[config.mk]
export PLATFORM = sky130hd
export DESIGN_NAME = irrigation_valve_scheduler
export DESIGN_NICKNAME = d
export VERILOG_FILES = /design/src/rtl/irrigation_valve_scheduler.sv
export SDC_FILE = /design/constraint.sdc
export NUM_CORES = 1
export LEC_CHECK = 0
export ABC_AREA = 1
export CORE_UTILIZATION = 49
export CTS_CLUSTER_SIZE = 14
export DETAILED_ROUTE_END_ITERATION = 16
export PLACE_DENSITY = 0.74
export SLEW_MARGIN = 20
export SYNTH_ARGS = -nofsm -noshare
export SYNTH_HDL_FRONTEND = slang
export SYNTH_SLANG_ARGS = --single-unit
[constraint.sdc]
create_clock -name CLK -period 1.44 [get_ports CLK]
set_input_delay 0.216 -clock CLK [delete_from_list [all_inputs] [get_ports CLK]]
set_output_delay 0.216 -clock CLK [all_outputs]
set_load 0.02 [all_outputs]
[src/rtl/irrigation_valve_scheduler.sv]
// Sprinkler/drip valve arbiter: min on-time, dead-time gap, low-tank lockout.
// Define WATCHDOG_EN to enable the MAX_ON watchdog and sticky timeout flag.
module irrigation_valve_scheduler #(
    parameter int MIN_ON    = 8,
    parameter int DEAD_TIME = 4,
    parameter int MAX_ON    = 64,
    parameter int CNT_W     = 8
) (
    input  logic       CLK,
    input  logic       reset,
    input  logic       req_asp,
    input  logic       req_got,
    input  logic       tank_low,
    output logic       asp,
    output logic       got,
    output logic [1:0] cout,
    output logic       alarm,
    output logic       timeout
);

    typedef enum logic [2:0] {
        IDLE,
        ASP_ON,
        GOT_ON,
        GAP,
        LOCK
    } state_t;

`ifdef WATCHDOG_EN
    localparam bit WD_EN = 1'b1;
`else
    localparam bit WD_EN = 1'b0;
`endif

    localparam logic [CNT_W-1:0] MIN_LAST  = CNT_W'(MIN_ON - 1);
    localparam logic [CNT_W-1:0] DEAD_LAST = CNT_W'(DEAD_TIME - 1);
    localparam logic [CNT_W-1:0] MAX_LAST  = CNT_W'(MAX_ON - 1);

    state_t           state;
    state_t           nxt;
    logic [CNT_W-1:0] cnt;
    logic             last_got;
    logic             own;
    logic             other;
    logic             wd_fire;

    always_comb begin
        nxt     = state;
        wd_fire = 1'b0;
        own     = (state == ASP_ON) ? req_asp : req_got;
        other   = (state == ASP_ON) ? req_got : req_asp;
        case (state)
            IDLE: begin
                if (tank_low)
                    nxt = LOCK;
                else if (req_asp && req_got)
                    nxt = last_got ? ASP_ON : GOT_ON;
                else if (req_asp)
                    nxt = ASP_ON;
                else if (req_got)
                    nxt = GOT_ON;
            end
            ASP_ON, GOT_ON: begin
                if (tank_low)
                    nxt = LOCK;
                else if (cnt >= MIN_LAST && (!own || other))
                    nxt = GAP;
                else if (WD_EN && cnt == MAX_LAST) begin
                    nxt     = GAP;
                    wd_fire = 1'b1;
                end
            end
            GAP: begin
                if (tank_low)
                    nxt = LOCK;
                else if (cnt == DEAD_LAST)
                    nxt = IDLE;
            end
            LOCK: begin
                if (!tank_low)
                    nxt = GAP;
            end
            default: nxt = IDLE;
        endcase
    end

    // Outputs are registered from the next state so they change with it.
    always_ff @(posedge CLK or posedge reset) begin
        if (reset) begin
            state    <= IDLE;
            cnt      <= '0;
            last_got <= 1'b1;
            timeout  <= 1'b0;
            asp      <= 1'b0;
            got      <= 1'b0;
            cout     <= 2'b00;
            alarm    <= 1'b0;
        end else begin
            state <= nxt;
            if (nxt != state)
                cnt <= '0;
            else if (cnt != '1)
                cnt <= cnt + CNT_W'(1);
            if (nxt == ASP_ON && state != ASP_ON)
                last_got <= 1'b0;
            if (nxt == GOT_ON && state != GOT_ON)
                last_got <= 1'b1;
            timeout <= timeout | wd_fire;
            asp     <= (nxt == ASP_ON);
            got     <= (nxt == GOT_ON);
            alarm   <= (nxt == LOCK);
            cout    <= {nxt == GOT_ON || nxt == LOCK,
                        nxt == ASP_ON || nxt == LOCK};
        end
    end

endmodule

==> flow_summary_export.csv, run 1 <==
group,metric,value,unit
clocking,cts.clk_slew.worst_paths,110,ps
final_layout,layout_commonest_cell,"buf_4",
clocking,cts.htree.levels,1,
die,core-area,1802,um2
grt,grt_max_degree,18,
timing,slew_viol_final,0,
clocking,cts_buffers,3,
grt,grt_pass1_wl,4126,um
power,ir_drop,1.371,mV
power,power.internal,0.001364,W
worst_setup_path,end_kind,"flop",
yosys,synth_seq_cells,17,
drt,drc,0,
run,maxCapViolCount,0,
clocking,cts_tree,"yes",
clocking,cts.path.max_buffers,2,
timing,clock_skew,6.191,ps
power,power.net_switching,0.001041,W
grt,grt_antenna_before_repair,0,
timing,rsz0062_at_grt,"true",
place,place.gp.congestion,0.8532,
place,dp.cells,189,
yosys,synth_cells,131,
worst_setup_path,cp_cell_sequence,"nor2_2, nand2_4, nor2_4, nor2_1, nor2_2, nand3_2, nand2_2, nand2_2, nand2_2, nand3_4, nor2_2",
power,finalPower,0.002406,W
worst_setup_path,reg2reg_to,"cnt[3]",
yosys,synth_warnings,0,
worst_setup_path,criticalPathCategory,"reg2reg",
yosys,synth.net_count,137,
drt,detail-route-antenna-nets,0,
yosys,ys_types,22,
worst_setup_path,worst-path-buf-inv,0,
drt,wl_per_cell,13.36,um
drt,via_per_inst,5.170,
worst_setup_path,critPathLaunchType,"flop",
die,die_w,46.92,um
timing,worstMarginPinSlew,627.2,ps
drt,routed_wirelength,2671,um
outcome,outcome,"finished with violations",
power,netSwitchingFraction,43.29,%
worst_setup_path,r2r_start,"cnt[3]",
drt,num_vias,1034,
place,pre_cts_ws,-406.9,ps
worst_setup_path,worst_path_dominant_cell_family,"simple AND/OR/NAND/NOR gates",
place,io_buffers,9,
drt,drt_first_pass_iters,4,
timing,slew_headroom,57.75,%
die,start_util,54.86,%
timing,fmax,594.3,MHz
grt,grt_pass1_vias,950,
die,ioPinCount,11,
timing,setup_viol,13,
worst_setup_path,rrSetupSlack,-240,ps
yosys,ys_seq_area_share,43.16,%
timing,finalWorstSetupSlack,-242.6,ps
timing,hold_violations,0,
power,clkPwrFrac,11.2,%
worst_setup_path,crit_path_max_incr_delay,430,ps
die,dieArea,2201,um2
timing,min_period,1683,ps
worst_setup_path,cp.required,1660,ps
final_layout,layout.cells.non_filler,200,
power,power_frac_seq,29.2,%
grt,grt_use_total,26.75,%
outcome,failed_checks,"negative setup slack",
die,rows,15,
worst_setup_path,crit_fanout,8,
clocking,root_buffer,"clkbuf_4",
power,cellPowerDensity,1620,nW/um2
yosys,netlist_area,988.4,um2
drt,drtIter0Drc,38,
worst_setup_path,critPathArrivalTime,1900,ps
worst_setup_path,ff2ff_path_depth,11,
final_layout,area_delta_synth_final,50.25,%
final_layout,antenna_cells,0,
yosys,syn_avg_cell_area,7.545,um2
final_layout,layout-drive-gt1-share,46.29,%
die,die_h,46.92,um
clocking,clock-sinks,17,
power,p_leak,0.7834,nW
final_layout,nets,182,
worst_hold_path,hold_path.class,"in2async",
place,hpwl,1660,um
worst_setup_path,critPathSlowestCell,"dfrtp_1",
final_layout,final_cell_mix,"buf_4, nand2_1, inv_1, dfrtp_1, nor2_2",
timing,fin_crit_sh,116.8,%
grt,gr-total-overflow,0,
power,combPwrFrac,59.5,%
clocking,clkLatencyLatePin,290,ps
power groups by stage:
stage,Clock [W],Combinational (W),Sequential (W)
floorplan,0,0.000562,0.000752
global placement,0,0.00109,0.000684
detailed placement,0,0.00112,0.000685
CTS,0.000257,0.00131,0.000692
global route,0.000291,0.00156,0.000716
finish,0.000270,0.00143,0.000703
metal layers:
layer  vias to the layer above  part of all wire [%]  global-route usage (%)
met4                         0                   3.3                   6.857
met3                        12                   4.8                   3.462
met2                        41                    49                   47.78
li1                        490                     -                       -
met1                       491                    43                   33.88
met5                         -                     0                       0
worst min-delay path, delay by kind of cell:
family | cells | cell delay, ps
buffers and inverters | 3 | 700
sequential cells by signal, summed over array words and instances (netlist names):
name      count
cnt           8
asp           1
state         3
cout          2
got           1
alarm         1
last_got      1
how the worst max path moves through the flow:
stage	start	cells after the start	to
3_5_place_dp	req_asp	13	cnt[3]
5_1_grt	cnt[0]	11	cnt[3]
4_1_cts	last_got	12	cnt[6]
2_1_floorplan	cnt[0]	11	cnt[0]
6_report	cnt[3]	11	cnt[3]
3_3_place_gp	req_asp	10	last_got
area by class of cell:
| class | instances | area [um2] |
|---|---|---|
| multi-input combinational | 92 | 565.5 |
| sequential | 17 | 429.2 |
| timing repair buffer | 41 | 354.1 |
| fill | 120 | 316.6 |
| inverter | 21 | 78.83 |
| tap | 25 | 31.28 |
| clock buffer | 4 | 26.28 |
metrics by stage:
step,cell area [um2],hold WS [ps],utilization (%),TNS [ps]
after floorplan,996.0,141.3,-,-319.2
after global placement,1297,463.1,72.01,-3672
after detailed placement,1297,467.7,72.01,-4835
after CTS,1413,243.9,78.40,-1515
after global routing,1485,258.1,82.43,-3621
final,1485,228.3,82.43,-2087
kinds of logic (layout without fill, tap and decap cells):
logic type,Yosys count,after routing,synth area share (%)
other cells,1,1,0.3794
fa+ha+maj,1,1,1.266
xor+xnor,4,4,3.545
buf+inv,22,66,8.734
flops,17,17,43.16
compound gates,13,13,6.582
simple gates,73,73,36.33
Yosys cell counts, drive strengths merged:
master  instances  share of area, %
a21oi           2               1.0
buf             1              0.76
conb            1              0.38
dfrtp          16                41
dfstp           1               2.7
ha              1               1.3
inv            21               8.0
nand2          32                13
nand3           9               6.8
nand4           1               1.3
nor2           29                14
nor3            1              0.51
nor3b           1              0.76
o21ai          11               5.6
xnor2           1              0.89
xor2            3               2.7
timing repair:
item                                   in CTS  in global routing
setup endpoints to repair                  12                 20
hold buffers                                0                  0
gates resized for setup                    15                 22
pin swaps                                  11                 12
endpoints found under the hold margin       0                  0
buffers inserted                            6                  3
(Power assumes the default switching activity.)
==> inputs of run 2 (changes only) <==
--- a/config.mk
+++ b/config.mk
@@ -7,7 +7,6 @@
 export LEC_CHECK = 0
 export ABC_AREA = 1
 export CORE_UTILIZATION = 49
-export CTS_CLUSTER_SIZE = 14
 export DETAILED_ROUTE_END_ITERATION = 16
 export PLACE_DENSITY = 0.74
 export SLEW_MARGIN = 20
==> results of run 2 <==
Final layout, timing and power as in run 1 (identical DEF).
==> inputs of run 3 (changes only) <==
--- a/config.mk
+++ b/config.mk
@@ -9,7 +9,8 @@
 export CORE_UTILIZATION = 49
 export DETAILED_ROUTE_END_ITERATION = 16
 export PLACE_DENSITY = 0.74
-export SLEW_MARGIN = 20
+export REMOVE_ABC_BUFFERS = 1
+export SLEW_MARGIN = 15
 export SYNTH_ARGS = -nofsm -noshare
 export SYNTH_HDL_FRONTEND = slang
 export SYNTH_SLANG_ARGS = --single-unit
==> flow_summary_export.csv, run 3 (synthesis gave the netlist of run 1 again) <==
group,metric,value,unit
outcome,outcome,"finished with violations",
outcome,failed_checks,"negative setup slack",
power,p_leak,0.7220,nW
drt,wl_per_cell,12.32,um
power,combPwrFrac,59.5,%
final_layout,layout_commonest_cell,"buf_4",
worst_setup_path,crit_path_max_incr_delay,430,ps
drt,detail-route-antenna-nets,0,
worst_setup_path,crit_fanout,8,
drt,routed_wirelength,2440,um
timing,fin_crit_sh,117.3,%
power,ir_drop,1.241,mV
worst_setup_path,criticalPathCategory,"reg2reg",
die,die_h,46.92,um
worst_setup_path,end_kind,"flop",
clocking,cts_buffers,3,
timing,fmax,591.8,MHz
place,io_buffers,9,
drt,drtIter0Drc,32,
final_layout,nets,180,
final_layout,layout-drive-gt1-share,42.77,%
power,cellPowerDensity,1676,nW/um2
drt,via_per_inst,4.960,
power,power.internal,0.001359,W
grt,grt_antenna_before_repair,0,
timing,hold_violations,0,
clocking,clkLatencyLatePin,300,ps
power,clkPwrFrac,11.2,%
power,netSwitchingFraction,42.71,%
place,placed_area,1290,um2
worst_setup_path,cp.required,1680,ps
final_layout,final_cell_mix,"buf_4, nand2_1, inv_1, nor2_2, dfrtp_1",
die,start_util,54.86,%
worst_setup_path,cp_cell_sequence,"ha_4, a21oi_1, nand2_1, nand4_2, nand3_2, nand2_2, nand2_1, nand2_2, nand3_4, nor2_2",
final_layout,regArea,427.9,um2
timing,slew_headroom,59.44,%
final_layout,multi_input_area,530.5,um2
grt,gr-total-overflow,0,
die,ioPinCount,11,
power,power.net_switching,0.001013,W
clocking,cts.path.max_buffers,2,
final_layout,stdcell_area,1415,um2
grt,grt_pass1_wl,3498,um
final_layout,largest_register_ffs,8,
timing,clock_skew,5.235,ps
timing,slew_viol_final,0,
place,place.gp.congestion,0.8713,
power,power_frac_seq,29.4,%
clocking,holdBufCountCts,0,
timing,setup_viol,13,
worst_setup_path,critPathSlowestCell,"dfrtp_1",
clocking,cts.clk_slew.worst_paths,100,ps
clocking,clock-sinks,17,
place,pre_cts_ws,-387.0,ps
grt,grt_use_total,22.69,%
timing,worstMarginPinSlew,602.0,ps
final_layout,reg_top3,"cnt (8), state (3), cout (2)",
final_layout,regMostFlops,"cnt",
grt,grt_max_degree,18,
run,maxCapViolCount,0,
clocking,root_buffer,"clkbuf_4",
die,core-area,1802,um2
timing,finalWorstSetupSlack,-249.8,ps
drt,num_vias,982,
worst_hold_path,hold_path.class,"in2async",
die,rows,15,
worst_setup_path,critPathLaunchType,"flop",
final_layout,fill_cells,135,
timing,min_period,1690,ps
clocking,cts_tree,"yes",
drt,drc,0,
die,dieArea,2201,um2
worst_setup_path,critPathArrivalTime,1930,ps
grt,grt_pass1_vias,898,
die,die_w,46.92,um
timing,final.setup.tns,-2514,ps
clocking,cts.htree.levels,1,
drt,drt_first_pass_iters,5,
final_layout,antenna_cells,0,
timing,rsz0062_at_grt,"true",
place,hpwl,1559,um
final_layout,area_delta_synth_final,43.16,%
-- run 3: changes by cell type in the layout (fill, tap and decap cells not counted), moves of 2 or more --
cell            delta
o21ai_1            +2
nor2_2             +2
dlymetal6s2s_1     -5
dlygate4sd2_1      +5
nor2_4             -3
inv_2              -2
-- run 3: final timing paths --
| check | startpoint | to | slack, ps | cells after the start |
|---|---|---|---|---|
| worst max-delay path | cnt[1] | cnt[4] | -250 | 10 |
| worst min-delay path | reset | cout[1] | 200 | 3 |
| worst max register to register | cnt[1] | cnt[4] | -250 | 10 |
| worst min register to register | last_got | last_got | 490 | 2 |
| max in group asynchronous | reset | last_got | 980 | 3 |
| min in group CLK | last_got | last_got | 490 | 2 |
-- run 3: layer usage --
layer  wire (um)  vias up  share of wire [%]  track usage, %
met5           0        -                  0               0
met4          23        0               0.94           8.571
met3          98        3                4.0           3.462
met2        1260       31                 52           40.56
met1        1057      460                 43           27.43
li1            -      488                  -               -
-- run 3: critical path: cells and delay by family (launching register included) --
| family | cells | cell delay [ps] |
|---|---|---|
| adder cells (fa/ha/maj) | 1 | 190 |
| AO/OA/AOI/OAI | 1 | 150 |
| flip-flops | 1 | 430 |
| AND/OR/NAND/NOR | 8 | 850 |
-- run 3: layout make-up --
cell class / instances / share of cell area (%)
inverters: 21 / 5.747
clock buffers: 3 / 1.592
well taps: 25 / 2.210
flip-flops and latches: 17 / 30.24
repair buffers: 39 / 22.37
clock inverters: 1 / 0.3537
multi-input cells: 92 / 37.49
-- run 3: power by group through the flow --
stage	clock network, W	logic, W	registers [W]
after detailed placement	0	0.00112	0.000684
after global placement	0	0.00110	0.000680
after CTS	0.000271	0.00117	0.000677
final	0.000266	0.00141	0.000696
after floorplan	0	0.000560	0.000752
after global routing	0.000287	0.00153	0.000711
-- run 3: through the flow --
step	total power, W	instances	util, %	hold WS, ps
floorplan	0.001312	130	-	141.3
global placement	0.001785	189	71.60	461.7
detailed placement	0.001799	189	71.60	464.9
CTS	0.002119	195	74.72	209.8
global route	0.002524	198	78.54	254.3
finish	0.002372	198	78.54	204.4
-- run 3: repair_timing --
| item | CTS | global route |
|---|---|---|
| setup endpoints to repair | 19 | 15 |
| gates resized for setup | 13 | 17 |
| pin swaps | 7 | 11 |
| buffers inserted | 2 | 4 |
==> patch (flow settings as in run 3) <==
`WD_EN`: 1'b0 -> 1'b1.
--- a/src/rtl/irrigation_valve_scheduler.sv
+++ b/src/rtl/irrigation_valve_scheduler.sv
@@ -30,5 +30,5 @@
     localparam bit WD_EN = 1'b1;
 `else
-    localparam bit WD_EN = 1'b0;
+    localparam bit WD_EN = 1'b1;
 `endif
 
Function: no difference found for any inputs over 10 cycles, from zero or initial values and one cycle with reset high; that may be too few to reach the edited logic, so the function may still have changed.
==> patch against run 3 <==
The flow still finishes with violations (setup timing); fmax fell by 4.0%; sequential power increased by 3.7%; routed wire length increased by 23%; via count increased by 14%; hold slack better by 0.017 ns; final area up 12%; die area up 5.2%; clock power up 22%; setup slack lost 0.071 ns; critical path depth increased by 3; sequential cell count grew 1; first-iteration DRC count is 25% higher; synthesized area is 5.4% higher; power fell by 7.4%.
==> patch: results (changes against run 3) <==
INFO  metric clock_cell_area_share = 2.29% (+0.35 points)
INFO  metric worst_slack = -0.321 ns (-0.0709 ns)
INFO  metric globalRouteMet2Util = 46.5% (+5.9 points)
INFO  metric dpl_worst_slack = -0.341 ns (+0.0458 ns)
INFO  metric clockBufferCount = 4 (+1)
INFO  metric tightestPinTransition = 0.333 ns (-0.269 ns)
INFO  metric violations_in_the_final_reports = setup timing
INFO  metric grt_use_met1 = 31.5% (+4.0 points)
INFO  metric synth.top_cells.by_count = nand2_1, dfrtp_1, inv_1, nor2_1, nor2_2
INFO  metric globalplace.congestion = 0.828 (-5.0%)
INFO  metric cts.repair.resized = 20 (+7)
INFO  metric post_synthesis_mean_instance_area = 7.78 um^2 (+3.1%)
INFO  metric reg2reg_depth = 13 (+3)
INFO  metric ys_top_cells_by_area = dfrtp_1, nand2_1, nor2_2, inv_1, nor2_1
INFO  metric finalSetupViolations = 15 (+2)
INFO  metric multi_input_comb_area = 578 um^2 (+9.0%)
INFO  metric net_count_of_the_finished_layout = 191 (+6.1%)
INFO  metric layout.non_clock_inverters = 25 (+19%)
INFO  metric rr_endpoint = cnt[2]$_DFFE_PP0P_
INFO  metric drt_first_iter_violations = 40 (+25%)
INFO  metric wl_met2 = 1.57 mm (+25%)
INFO  metric final.setup_skew = 0.00430 ns (-0.000940 ns)
INFO  metric share_of_the_synthesized_area_in_compound_gates_ao_oa_aoi_oai = 6.72% (+0.14 points)
INFO  metric run_status = complete, but fails checks
INFO  metric ys_seq_elements = 18 (+1)
INFO  metric yosys.area_share.adder = 1.20% (-0.065 points)
INFO  metric dpl-instance-area = 1410 um^2 (+9.4%)
INFO  metric buffer_ports.inserted = 10 (+1)
==> patch: cell count changes after synthesis, moves of 3 or more <==
cell,run 3,this run
nand4_1,0,5
inv_2,4,8
nand2_1,27,23
nand2_2,5,1
nand3_2,2,5
nor2_1,19,16
o21ai_0,10,7
==> patch: power breakdown <==
group / switching (mW) / leakage, nW / internal, mW
sequential: 0.0918 / 0.234 / 0.630
clock: 0.171 / 0.0210 / 0.154
combinational: 0.650 / 0.542 / 0.499
total: 0.913 / 0.797 / 1.28
==> patch: worst min-delay path by stage <==
stage | start | slack [ns] | to | cells after the start
floorplan | reset | 0.15 | alarm$_DFF_PP0_ | 1
global placement | timeout$_DFF_PP0_ | 0.45 | timeout$_DFF_PP0_ | 1
detailed placement | last_got$_DFFE_PP1P_ | 0.47 | last_got$_DFFE_PP1P_ | 2
CTS | reset | 0.23 | state[0]$_DFF_PP0_ | 3
global route | reset | 0.30 | cout[0]$_DFF_PP0_ | 3
finish | reset | 0.22 | cout[1]$_DFF_PP0_ | 3
